**config.mk**
```make
export PLATFORM = sky130hd
export DESIGN_NAME = alu_issue_ctrl_flat
export DESIGN_NICKNAME = d
export VERILOG_FILES = /design/src/rtl/alu_defs_pkg.sv /design/src/rtl/alu_issue_ctrl_if.sv /design/src/rtl/alu_issue_ctrl_regfile.sv /design/src/rtl/alu_issue_ctrl.sv /design/src/flat_wrapper.sv
export SDC_FILE = /design/constraint.sdc
export NUM_CORES = 1
export LEC_CHECK = 0
export ABC_CLOCK_PERIOD_IN_PS = 2650
export CORE_AREA = 8 8 249 251
export CTS_BUF_LIST = sky130_fd_sc_hd__clkbuf_8 sky130_fd_sc_hd__clkbuf_16
export DETAILED_ROUTE_END_ITERATION = 10
export DIE_AREA = 0 0 257 259
export SKIP_CTS_REPAIR_TIMING = 1
export SYNTH_ARGS = -nofsm -noshare
export SYNTH_HDL_FRONTEND = slang
export SYNTH_SLANG_ARGS = --single-unit
```
**constraint.sdc**
```tcl
create_clock -name clk -period 2.65 [get_ports clk]
set_input_delay 0.3975 -clock clk [delete_from_list [all_inputs] [get_ports clk]]
set_output_delay 0.3975 -clock clk [all_outputs]
set_load 0.005 [all_outputs]
```
**src/rtl/alu_defs_pkg.sv**
```systemverilog
// Shared definitions for the ALU issue/writeback slice: datapath width,
// op-code constants and the issue FSM state encoding.
package alu_defs;

    localparam int DW = 32;

    localparam logic [2:0] OP_LDI = 3'd0;
    localparam logic [2:0] OP_ADD = 3'd1;
    localparam logic [2:0] OP_SUB = 3'd2;
    localparam logic [2:0] OP_NOT = 3'd3;
    localparam logic [2:0] OP_AND = 3'd4;
    localparam logic [2:0] OP_OR  = 3'd5;
    localparam logic [2:0] OP_XOR = 3'd6;
    localparam logic [2:0] OP_ILL = 3'd7;

    typedef enum logic [1:0] {
        ST_IDLE = 2'd0,
        ST_EXEC = 2'd1,
        ST_WB   = 2'd2
    } state_t;

    // True for op codes that are actually executed by the ALU.
    function automatic logic is_alu_op(input logic [2:0] fun);
        return (fun != OP_LDI) && (fun != OP_ILL);
    endfunction

endpackage

```
**src/rtl/alu_issue_ctrl_if.sv**
```systemverilog
// Instruction handshake between an instruction source (master) and the
// issue controller (slave).
interface alu_issue_ctrl_if #(
    parameter int AW = 3,
    parameter int DW = 32
);
    logic          instr_valid;
    logic          instr_ready;
    logic [2:0]    instr_fun;
    logic [AW-1:0] instr_rd;
    logic [AW-1:0] instr_ra;
    logic [AW-1:0] instr_rb;
    logic [DW-1:0] instr_imm;

    modport master (
        output instr_valid, instr_fun, instr_rd, instr_ra, instr_rb, instr_imm,
        input  instr_ready
    );

    modport slave (
        input  instr_valid, instr_fun, instr_rd, instr_ra, instr_rb, instr_imm,
        output instr_ready
    );
endinterface

```
**src/rtl/alu_issue_ctrl_regfile.sv**
```systemverilog
// alu_regfile: NREG x DW register file, two async read ports, one sync
// write port, R0 hardwired to zero, async active-low clear.
// With DBG_READ_PORT_EN defined a third async read port is added.
module alu_regfile #(
    parameter int NREG = 8,
    parameter int AW   = 3,
    parameter int DW   = 32
) (
    input  logic          clk,
    input  logic          reset_n,
    input  logic [AW-1:0] ra_addr,
    output logic [DW-1:0] ra_data,
    input  logic [AW-1:0] rb_addr,
    output logic [DW-1:0] rb_data,
`ifdef DBG_READ_PORT_EN
    input  logic [AW-1:0] dbg_addr,
    output logic [DW-1:0] dbg_data,
`endif
    input  logic          we,
    input  logic [AW-1:0] wa,
    input  logic [DW-1:0] wd
);
    logic [DW-1:0] regs [NREG];

    // Storage; writes to R0 are dropped so it never leaves zero.
    always_ff @(posedge clk or negedge reset_n) begin
        if (!reset_n) begin
            for (int i = 0; i < NREG; i++) regs[i] <= '0;
        end else if (we && (wa != '0)) begin
            regs[wa] <= wd;
        end
    end

    assign ra_data  = (ra_addr  == '0) ? '0 : regs[ra_addr];
    assign rb_data  = (rb_addr  == '0) ? '0 : regs[rb_addr];
`ifdef DBG_READ_PORT_EN
    assign dbg_data = (dbg_addr == '0) ? '0 : regs[dbg_addr];
`endif
endmodule

```
**src/rtl/alu_issue_ctrl.sv**
```systemverilog
// alu_issue_ctrl: serial issue/writeback stage around the 32-bit ALU.
// One instruction every three cycles (IDLE -> EXEC -> WB).
// Optional macro DBG_READ_PORT_EN adds a combinational register read port.
//
//   state   | meaning
//   --------+------------------------------------------------------------
//   ST_IDLE | ready; latch instruction fields when instr_valid is high
//   ST_EXEC | drive ALU from the register file, capture result and flags
//   ST_WB   | write destination, pulse done/wb_valid, update status flags
module alu_issue_ctrl
    import alu_defs::*;
#(
    parameter int NREG = 8,
    parameter int AW   = 3
) (
    input  logic            clk,
    input  logic            reset_n,
    alu_issue_ctrl_if.slave instr,
    output logic [DW-1:0]   alu_operB,
    output logic [DW-1:0]   alu_operA,
    output logic [2:0]      alu_fun,
    input  logic [DW-1:0]   alu_result,
    input  logic            alu_carry,
    input  logic            alu_zero,
    input  logic            alu_negative,
    output logic            wb_valid,
    output logic [AW-1:0]   wb_addr,
    output logic [DW-1:0]   wb_data,
    output logic            done,
    output logic            illegal_op,
`ifdef DBG_READ_PORT_EN
    input  logic [AW-1:0]   dbg_addr,
    output logic [DW-1:0]   dbg_data,
`endif
    output logic            flag_carry,
    output logic            flag_zero,
    output logic            flag_negative
);
    state_t        state, state_n;
    logic [2:0]    fun_q;
    logic [AW-1:0] rd_q, ra_q, rb_q;
    logic [DW-1:0] imm_q, res_q;
    logic          c_q, z_q, n_q;
    logic [DW-1:0] ra_data, rb_data;

    alu_regfile #(.NREG(NREG), .AW(AW), .DW(DW)) u_regfile (
        .clk      (clk),
        .reset_n  (reset_n),
        .ra_addr  (ra_q),
        .ra_data  (ra_data),
        .rb_addr  (rb_q),
        .rb_data  (rb_data),
`ifdef DBG_READ_PORT_EN
        .dbg_addr (dbg_addr),
        .dbg_data (dbg_data),
`endif
        .we       (wb_valid),
        .wa       (wb_addr),
        .wd       (wb_data)
    );

    // State register.
    always_ff @(posedge clk or negedge reset_n) begin
        if (!reset_n) state <= ST_IDLE;
        else          state <= state_n;
    end

    // Instruction latch, ALU capture and status flag update.
    always_ff @(posedge clk or negedge reset_n) begin
        if (!reset_n) begin
            fun_q <= '0; rd_q <= '0; ra_q <= '0; rb_q <= '0; imm_q <= '0;
            res_q <= '0; c_q <= 1'b0; z_q <= 1'b0; n_q <= 1'b0;
            flag_carry <= 1'b0; flag_zero <= 1'b0; flag_negative <= 1'b0;
        end else begin
            case (state)
                ST_IDLE: if (instr.instr_valid) begin
                    fun_q <= instr.instr_fun;
                    rd_q  <= instr.instr_rd;
                    ra_q  <= instr.instr_ra;
                    rb_q  <= instr.instr_rb;
                    imm_q <= instr.instr_imm;
                end
                ST_EXEC: begin
                    res_q <= alu_result;
                    c_q   <= alu_carry;
                    z_q   <= alu_zero;
                    n_q   <= alu_negative;
                end
                ST_WB: begin
                    if (fun_q == OP_LDI) begin
                        flag_carry    <= 1'b0;
                        flag_zero     <= (imm_q == '0);
                        flag_negative <= 1'b0;
                    end else if (fun_q != OP_ILL) begin
                        flag_carry    <= c_q;
                        flag_zero     <= z_q;
                        flag_negative <= n_q;
                    end
                end
                default: ;
            endcase
        end
    end

    // Next state and per-state outputs.
    always_comb begin
        state_n           = state;
        instr.instr_ready = 1'b0;
        alu_operB         = '0;
        alu_operA         = '0;
        alu_fun           = OP_LDI;
        wb_valid          = 1'b0;
        wb_addr           = rd_q;
        wb_data           = (fun_q == OP_LDI) ? imm_q : res_q;
        done              = 1'b0;
        illegal_op        = 1'b0;
        case (state)
            ST_IDLE: begin
                instr.instr_ready = 1'b1;
                if (instr.instr_valid) state_n = ST_EXEC;
            end
            ST_EXEC: begin
                alu_operB = ra_data;
                alu_operA = rb_data;
                alu_fun   = is_alu_op(fun_q) ? fun_q : OP_LDI;
                state_n   = ST_WB;
            end
            ST_WB: begin
                done       = 1'b1;
                illegal_op = (fun_q == OP_ILL);
                wb_valid   = (fun_q != OP_ILL);
                state_n    = ST_IDLE;
            end
            default: state_n = ST_IDLE;
        endcase
    end
endmodule
```
**src/flat_wrapper.sv**
```systemverilog
// flat-port wrapper written by rule: the top's interface ports become plain ports
module alu_issue_ctrl_flat import alu_defs::*;
#(
    parameter int NREG = 8,
    parameter int AW   = 3
)
  (clk, reset_n, alu_operB, alu_operA, alu_fun, alu_result, alu_carry, alu_zero, alu_negative, wb_valid, wb_addr, wb_data, done, illegal_op, flag_carry, flag_zero, flag_negative, instr_instr_valid, instr_instr_fun, instr_instr_rd, instr_instr_ra, instr_instr_rb, instr_instr_imm, instr_instr_ready);
  alu_issue_ctrl_if #(.AW(AW)) instr_i ();
  input  logic clk;
  input  logic reset_n;
  output logic [DW-1:0] alu_operB;
  output logic [DW-1:0] alu_operA;
  output logic [2:0] alu_fun;
  input  logic [DW-1:0] alu_result;
  input  logic alu_carry;
  input  logic alu_zero;
  input  logic alu_negative;
  output logic wb_valid;
  output logic [AW-1:0] wb_addr;
  output logic [DW-1:0] wb_data;
  output logic done;
  output logic illegal_op;
  output logic flag_carry;
  output logic flag_zero;
  output logic flag_negative;
  input wire logic [$bits(instr_i.instr_valid)-1:0] instr_instr_valid;
  input wire logic [$bits(instr_i.instr_fun)-1:0] instr_instr_fun;
  input wire logic [$bits(instr_i.instr_rd)-1:0] instr_instr_rd;
  input wire logic [$bits(instr_i.instr_ra)-1:0] instr_instr_ra;
  input wire logic [$bits(instr_i.instr_rb)-1:0] instr_instr_rb;
  input wire logic [$bits(instr_i.instr_imm)-1:0] instr_instr_imm;
  output wire logic [$bits(instr_i.instr_ready)-1:0] instr_instr_ready;
  assign instr_i.instr_valid = instr_instr_valid;
  assign instr_i.instr_fun = instr_instr_fun;
  assign instr_i.instr_rd = instr_instr_rd;
  assign instr_i.instr_ra = instr_instr_ra;
  assign instr_i.instr_rb = instr_instr_rb;
  assign instr_i.instr_imm = instr_instr_imm;
  assign instr_instr_ready = instr_i.instr_ready;
  alu_issue_ctrl #(.NREG(NREG), .AW(AW)) u_core (.clk(clk), .reset_n(reset_n), .instr(instr_i), .alu_operB(alu_operB), .alu_operA(alu_operA), .alu_fun(alu_fun), .alu_result(alu_result), .alu_carry(alu_carry), .alu_zero(alu_zero), .alu_negative(alu_negative), .wb_valid(wb_valid), .wb_addr(wb_addr), .wb_data(wb_data), .done(done), .illegal_op(illegal_op), .flag_carry(flag_carry), .flag_zero(flag_zero), .flag_negative(flag_negative));
endmodule
```
=== Word-level counts from Yosys, hierarchy flattened ===
Index checks and enable logic that the tools add are counted.

* Register bits after elaboration: 340
* Output and inout bits: 109

* Magnitude comparators: 4
* Equal/unequal tests: 5
* Mux-type cells: 28
* Bitwise gates (word level): 3
* Reduce and logical (&&, ||, !) cells: 13

{| class="wikitable"
|+ Operators with widths
! cell !! count
|-
| 32-bit two-way mux || 10
|-
| 256-bit bitwise mux || 1
|-
| 32-bit binary-select mux with 3-bit select || 2
|-
| 32-bit demux with 3-bit select || 1
|-
| 32-bit zero test || 1
|-
| 4-bit greater-or-equal comparator (second input constant) || 3
|-
| 3-bit inverter with 4-bit output || 3
|-
| 1-bit two-way mux || 10
|-
| 3-bit zero test || 3
|-
| 3-bit two-way mux || 2
|-
| 3-bit nonzero test || 2
|-
| 4-bit by 1-bit < comparator with 1-bit output (second input constant) || 1
|-
| 2-bit case mux with 2 select lines || 1
|-
| 2-bit AND reduction || 2
|-
| 3-bit equality test (second input constant) || 1
|-
| 1-bit logical AND || 3
|-
| 3-bit inequality test (second input constant) || 1
|-
| 2-bit by 1-bit equality test with 1-bit output (second input constant) || 1
|-
| 2-bit equality test (second input constant) || 1
|-
| 2-bit zero test || 1
|-
| 2-bit two-way mux || 1
|-
| 2-bit inequality test (second input constant) || 1
|-
| 2-bit nonzero test || 1
|}

=== Depth between registers and ports, before layout ===
* Depth after elaboration: 6
* Depth in mapped cells: 6
* Depth with buffers taken out: 4

=== By module ===
From an unflattened synthesis, not the netlist that was laid out.

* Cells, all modules: 1,189
* Area, all modules: 16,427.0 um2

{| class="wikitable"
|+ Modules (own cells, without submodules)
! module !! instances !! cells each !! area an instance (um2) !! seq. area each (um2)
|-
| alu_regfile || 1 || 876 || 12,324.3 || 5,605.4
|-
| alu_issue_ctrl || 1 || 313 || 4,102.7 || 2,102.0
|}

=== Least setup slack after synthesis ===
No wires, ideal clock.

* Path kind: register -> output
* Start: reg u_core.fun_q[1]
* End: out wb_data[10]
* Arrival: 1.604 ns
* Path slack: 0.648 ns
* Stages on the path, launching flop included: 6
* Buffers on the path: 2
* Cell sequence: dfrtp_1 -> nor3_1 -> buf_2 -> buf_2 -> mux2i_1 -> inv_1

* Word-level cells in the longest chain between the ends: 2

{| class="wikitable"
|+ RTL lines
! what !! RTL line !! RTL
|-
| from (decl) || alu_issue_ctrl.sv:40 || <nowiki>logic [2:0] fun_q;</nowiki>
|-
| from (signal assigned) || alu_issue_ctrl.sv:77 || <nowiki>fun_q <= instr.instr_fun;</nowiki>
|-
| 3-bit zero test || alu_issue_ctrl.sv:114 || <nowiki>wb_data = (fun_q == OP_LDI) ? imm_q : res_q;</nowiki>
|-
| 32-bit two-way mux || alu_issue_ctrl.sv:114 ||
|-
| to (decl) || flat_wrapper.sv:20 || <nowiki>output logic [DW-1:0] wb_data;</nowiki>
|}

Every way passes these cells.

=== Worst setup path after layout ===
* Start: reg u_core.ra_q[2]
* End: out alu_operB[1]

* Word-level cells in the longest chain between the ends: 6

{| class="wikitable"
|+ RTL lines
! what !! RTL line !! RTL
|-
| from (decl) || alu_issue_ctrl.sv:41 || <nowiki>logic [AW-1:0] rd_q, ra_q, rb_q;</nowiki>
|-
| from (signal assigned) || alu_issue_ctrl.sv:79 || <nowiki>ra_q <= instr.instr_ra;</nowiki>
|-
| 3-bit inverter with 4-bit output (implied by the code) || alu_issue_ctrl_regfile.sv:34 || <nowiki>assign ra_data = (ra_addr == '0) ? '0 : regs[ra_addr];</nowiki>
|-
| 32-bit binary-select mux with 3-bit select || alu_issue_ctrl_regfile.sv:34 ||
|-
| 32-bit two-way mux (implied by the code) (2 in a row) || alu_issue_ctrl_regfile.sv:34 ||
|-
| 32-bit two-way mux * || alu_issue_ctrl_regfile.sv:34 ||
|-
| 32-bit two-way mux * || alu_issue_ctrl.sv:117 || <nowiki>case (state)</nowiki>
|-
| to (decl) || flat_wrapper.sv:11 || <nowiki>output logic [DW-1:0] alu_operB;</nowiki>
|}

Every way passes the cells marked *; elsewhere a longest branch is shown, timed or not. The select of a mux whose other input is x is not followed.

==> summary.txt <==
Setup path
  – Crit path required time: 2.25 ns
  – Critical R2R Capture: u_core.u_regfile.regs[206]
  – Worst-case reg-to-reg path depth: 5
  – CP delay by family, top: buffers and inverters
  – R2r startpoint: u_core.wb_addr[0]
  – Worst Setup Path Type: flip-flop to primary output
  – CP endpoint kind: primary output
  – Crit path arrival time: 2.54 ns
  – Cell breakdown of the critical path: buf_12 -> buf_6 -> mux2_2 -> a221oi_1 -> nor3_2 -> clkdlybuf4s50_1
  – Startpoint Class: flip-flop
  – Reg2reg setup slack: 0.61 ns
  – CP max stage cell: clkdlybuf4s50_1
  – CP max stage delay: approximately 0.47 ns
  – CP max FO: 6
  – Buf+Inv Stages, Crit Path: 3

Global route
  – Initial antenna violation count: 1
  – Gr ovfl total: 0
  – Largest net degree at the start of global routing: 86
  – Vias in the first global route: 13155
  – First-pass GRT wire length: 80.5 mm
  – Total Routing Usage GR: 15.4%

Detailed routing
  – WL met3: just under 4 mm
  – Drt total wl: 58.2 mm
  – Met2 wire len: 27.5 mm
  – # DRC: 0
  – DRT antenna net count: 0
  – Max layer used: met4
  – Wire per inst: 22.1 µm
  – Initial DRC Count: 956
  – M1 wire length: 24.6 mm
  – Avg Vias per Cell: 5.06
  – DR pass1 iterations: 5
  – Via count: about 13000

Run status
  – Status: finished, violations left
  – Failing checks: negative setup slack

Clock network
  – CTS H-tree depth: 2
  – Num CTS Buffers: 36
  – CTS tree: done
  – CTS root buf: clkbuf_16
  – Clk_lat worst skew: around 0.56 ns
  – Clock sinks: 308
  – Clk buf depth: 3
  – Worst-path clk slew: 0.06 ns

Logic synthesis
  – Top cell type by total area after synthesis: dfrtp_1
  – Area contributors post-synth: dfrtp_1, mux2_2, a21oi_1
  – Yosys reg bits: approximately 300
  – Synth Area per Inst: 10.3 µm²
  – Syn nets: 1589
  – Synth unique cells: 29
  – Sequential area share after synthesis: 49.7%
  – Yosys top cell area share: slightly below 50%
  – Post-Syn Instances: 1507
  – Yosys warning total: 0
  – Post-Syn Area: 15500 µm²

Cells and area
  – Fillcell total: around 5500
  – Final net count: approximately 1900
  – Commonest cells after routing, fill and taps aside: dfrtp_1, nor2_1, a21oi_1
  – Area delta synth->final: 46.7%
  – Final Util: 39.0%
  – Most common cell after layout, fill and taps aside: dfrtp_1
  – Share of layout cells above drive strength 1: 37.7%

Placed design
  – Placement Setup Slack: 0.0600 ns
  – Final Wtd Congestion: 0.808
  – Hpwl dp: roughly 35 mm
  – Number of port buffers: 190

Pwr
  – Switching power: roughly 0.0096 W
  – Power, Total: 0.0256 W
  – Clock share of power: 19.4%
  – Int Power: 0.0160 W
  – Sequential share of power: between 30% and 40%
  – Combinational share of power: 46.5%
  – P_leak: 10.3 nW
  – Net Sw Frac: 37.3%
  – Peak supply drop: 0.435 mV
  – PwrDens: approximately 1100 nW/µm²

Floorplan
  – Core Box Area: 58200 µm²
  – Die Y: about 260 µm
  – Die Span X: 257 µm
  – Row count: 89
  – Initial core utilization: 26.6%
  – Io pins: 191
  – Die area: about 67000 µm²

Timing
  – Fin. Hold Viols: 0
  – Final Cycle Share: 111%
  – Min Tclk post-route: 2.94 ns
  – Slew margin rel.: 62.1%
  – Worst slew pin tran: 0.564 ns
  – Clock Skew: 0.0227 ns
  – Final Setup Violations: 36
  – RSZ-0062 raised after global routing: true
  – Setup TNS: -3.20 ns
  – Highest clock rate: 341 MHz
  – Fin. max-slew vios: 0
  – PnR worst setup slack: -0.286 ns

Flow run
  – Max cap viols: 0

Min path
  – Hold Path Class: input port to asynchronous set/reset pin
-- how the worst max path moves through the flow --
stage / slack, ns / from / endpoint / cells past startpoint
after floorplan: 0.65 / u_core.fun_q[1] / wb_data[10] / 5
after global placement: 0.11 / u_core.ra_q[0] / alu_operB[30] / 6
after detailed placement: 0.06 / u_core.ra_q[0] / alu_operB[30] / 6
after CTS: -0.57 / u_core.ra_q[0] / alu_operB[30] / 6
after global routing: -0.35 / u_core.ra_q[2] / alu_operB[1] / 6
final: -0.29 / u_core.ra_q[2] / alu_operB[1] / 6
-- cells by family after synthesis --
group,share of synthesized area [%]
buf+inv,4.90
flops,49.7
compound gates,12.5
simple gates,13.3
mux,19.6
-- power by group through the flow --
stage | clock network (W) | registers [W] | logic (W)
final | 0.00497 | 0.00873 | 0.0119
after global routing | 0.00527 | 0.00897 | 0.0128
after CTS | 0.00508 | 0.00845 | 0.00941
after detailed placement | 0 | 0.00851 | 0.00935
after global placement | 0 | 0.00839 | 0.00917
after floorplan | 0 | 0.00790 | 0.00597
-- worst register-to-register path: stages, from the launching register on --
cell and delay (ns):
dfrtp_1 0.60, nand3b_1 0.41, nor4_4 0.31, buf_12 0.34, nor2_1 0.13, a21oi_1 0.17
-- stage by stage --
step	std cells	area, µm²	hold slack, ns
final	2635	22700	0.330
after global routing	2634	22700	0.342
after CTS	2512	20100	-0.254
after detailed placement	2450	18900	0.350
after global placement	2450	18900	0.337
after floorplan	1507	15500	0.102
-- sequential cells by signal, indices dropped and copies added (netlist names), 2 cells and up --
name / count
u_core.ra_q: 3
u_core.imm_q: 32
u_core.state: 2
u_core.rb_q: 3
u_core.u_regfile.regs: 224
u_core.res_q: 32
u_core.wb_addr: 3
u_core.fun_q: 3
-- Yosys cell counts --
cell type / n
and2_1: 3
nand2_1: 113
nor4_1: 8
mux2_2: 176
o22ai_1: 38
nand2b_1: 6
nor3_1: 62
buf_1: 7
mux4_2: 28
a21oi_1: 229
o21a_1: 2
nor2b_1: 28
a221oi_1: 60
nor2_1: 232
buf_6: 12
nor3b_1: 1
buf_2: 55
nand3b_1: 1
inv_1: 34
nand4_1: 1
clkbuf_1: 44
dfrtp_1: 308
and3_1: 2
nand3_1: 2
nor4_4: 4
mux2i_1: 43
nor3_4: 3
buf_4: 4
o31ai_1: 1
-- area by class of cell --
class | instances | area (µm²) | share of cell area [%]
inverters | 34 | 131 | 0.578
diodes | 1 | 2.50 | 0.0110
clock inverters | 20 | 179 | 0.787
clock buffers | 42 | 983 | 4.32
multi-input cells | 1043 | 8220 | 36.2
well taps | 773 | 967 | 4.25
repair buffers | 414 | 4530 | 19.9
flip-flops and latches | 308 | 7720 | 34.0
-- layer usage --
layer,GRT usage (%),vias to the layer above
met3,3.60,134
met1,20.1,6659
li1,-,6021
met2,25.0,516
met4,4.79,0
met5,0,-
No activity file was read; power rests on OpenSTA's default activity.
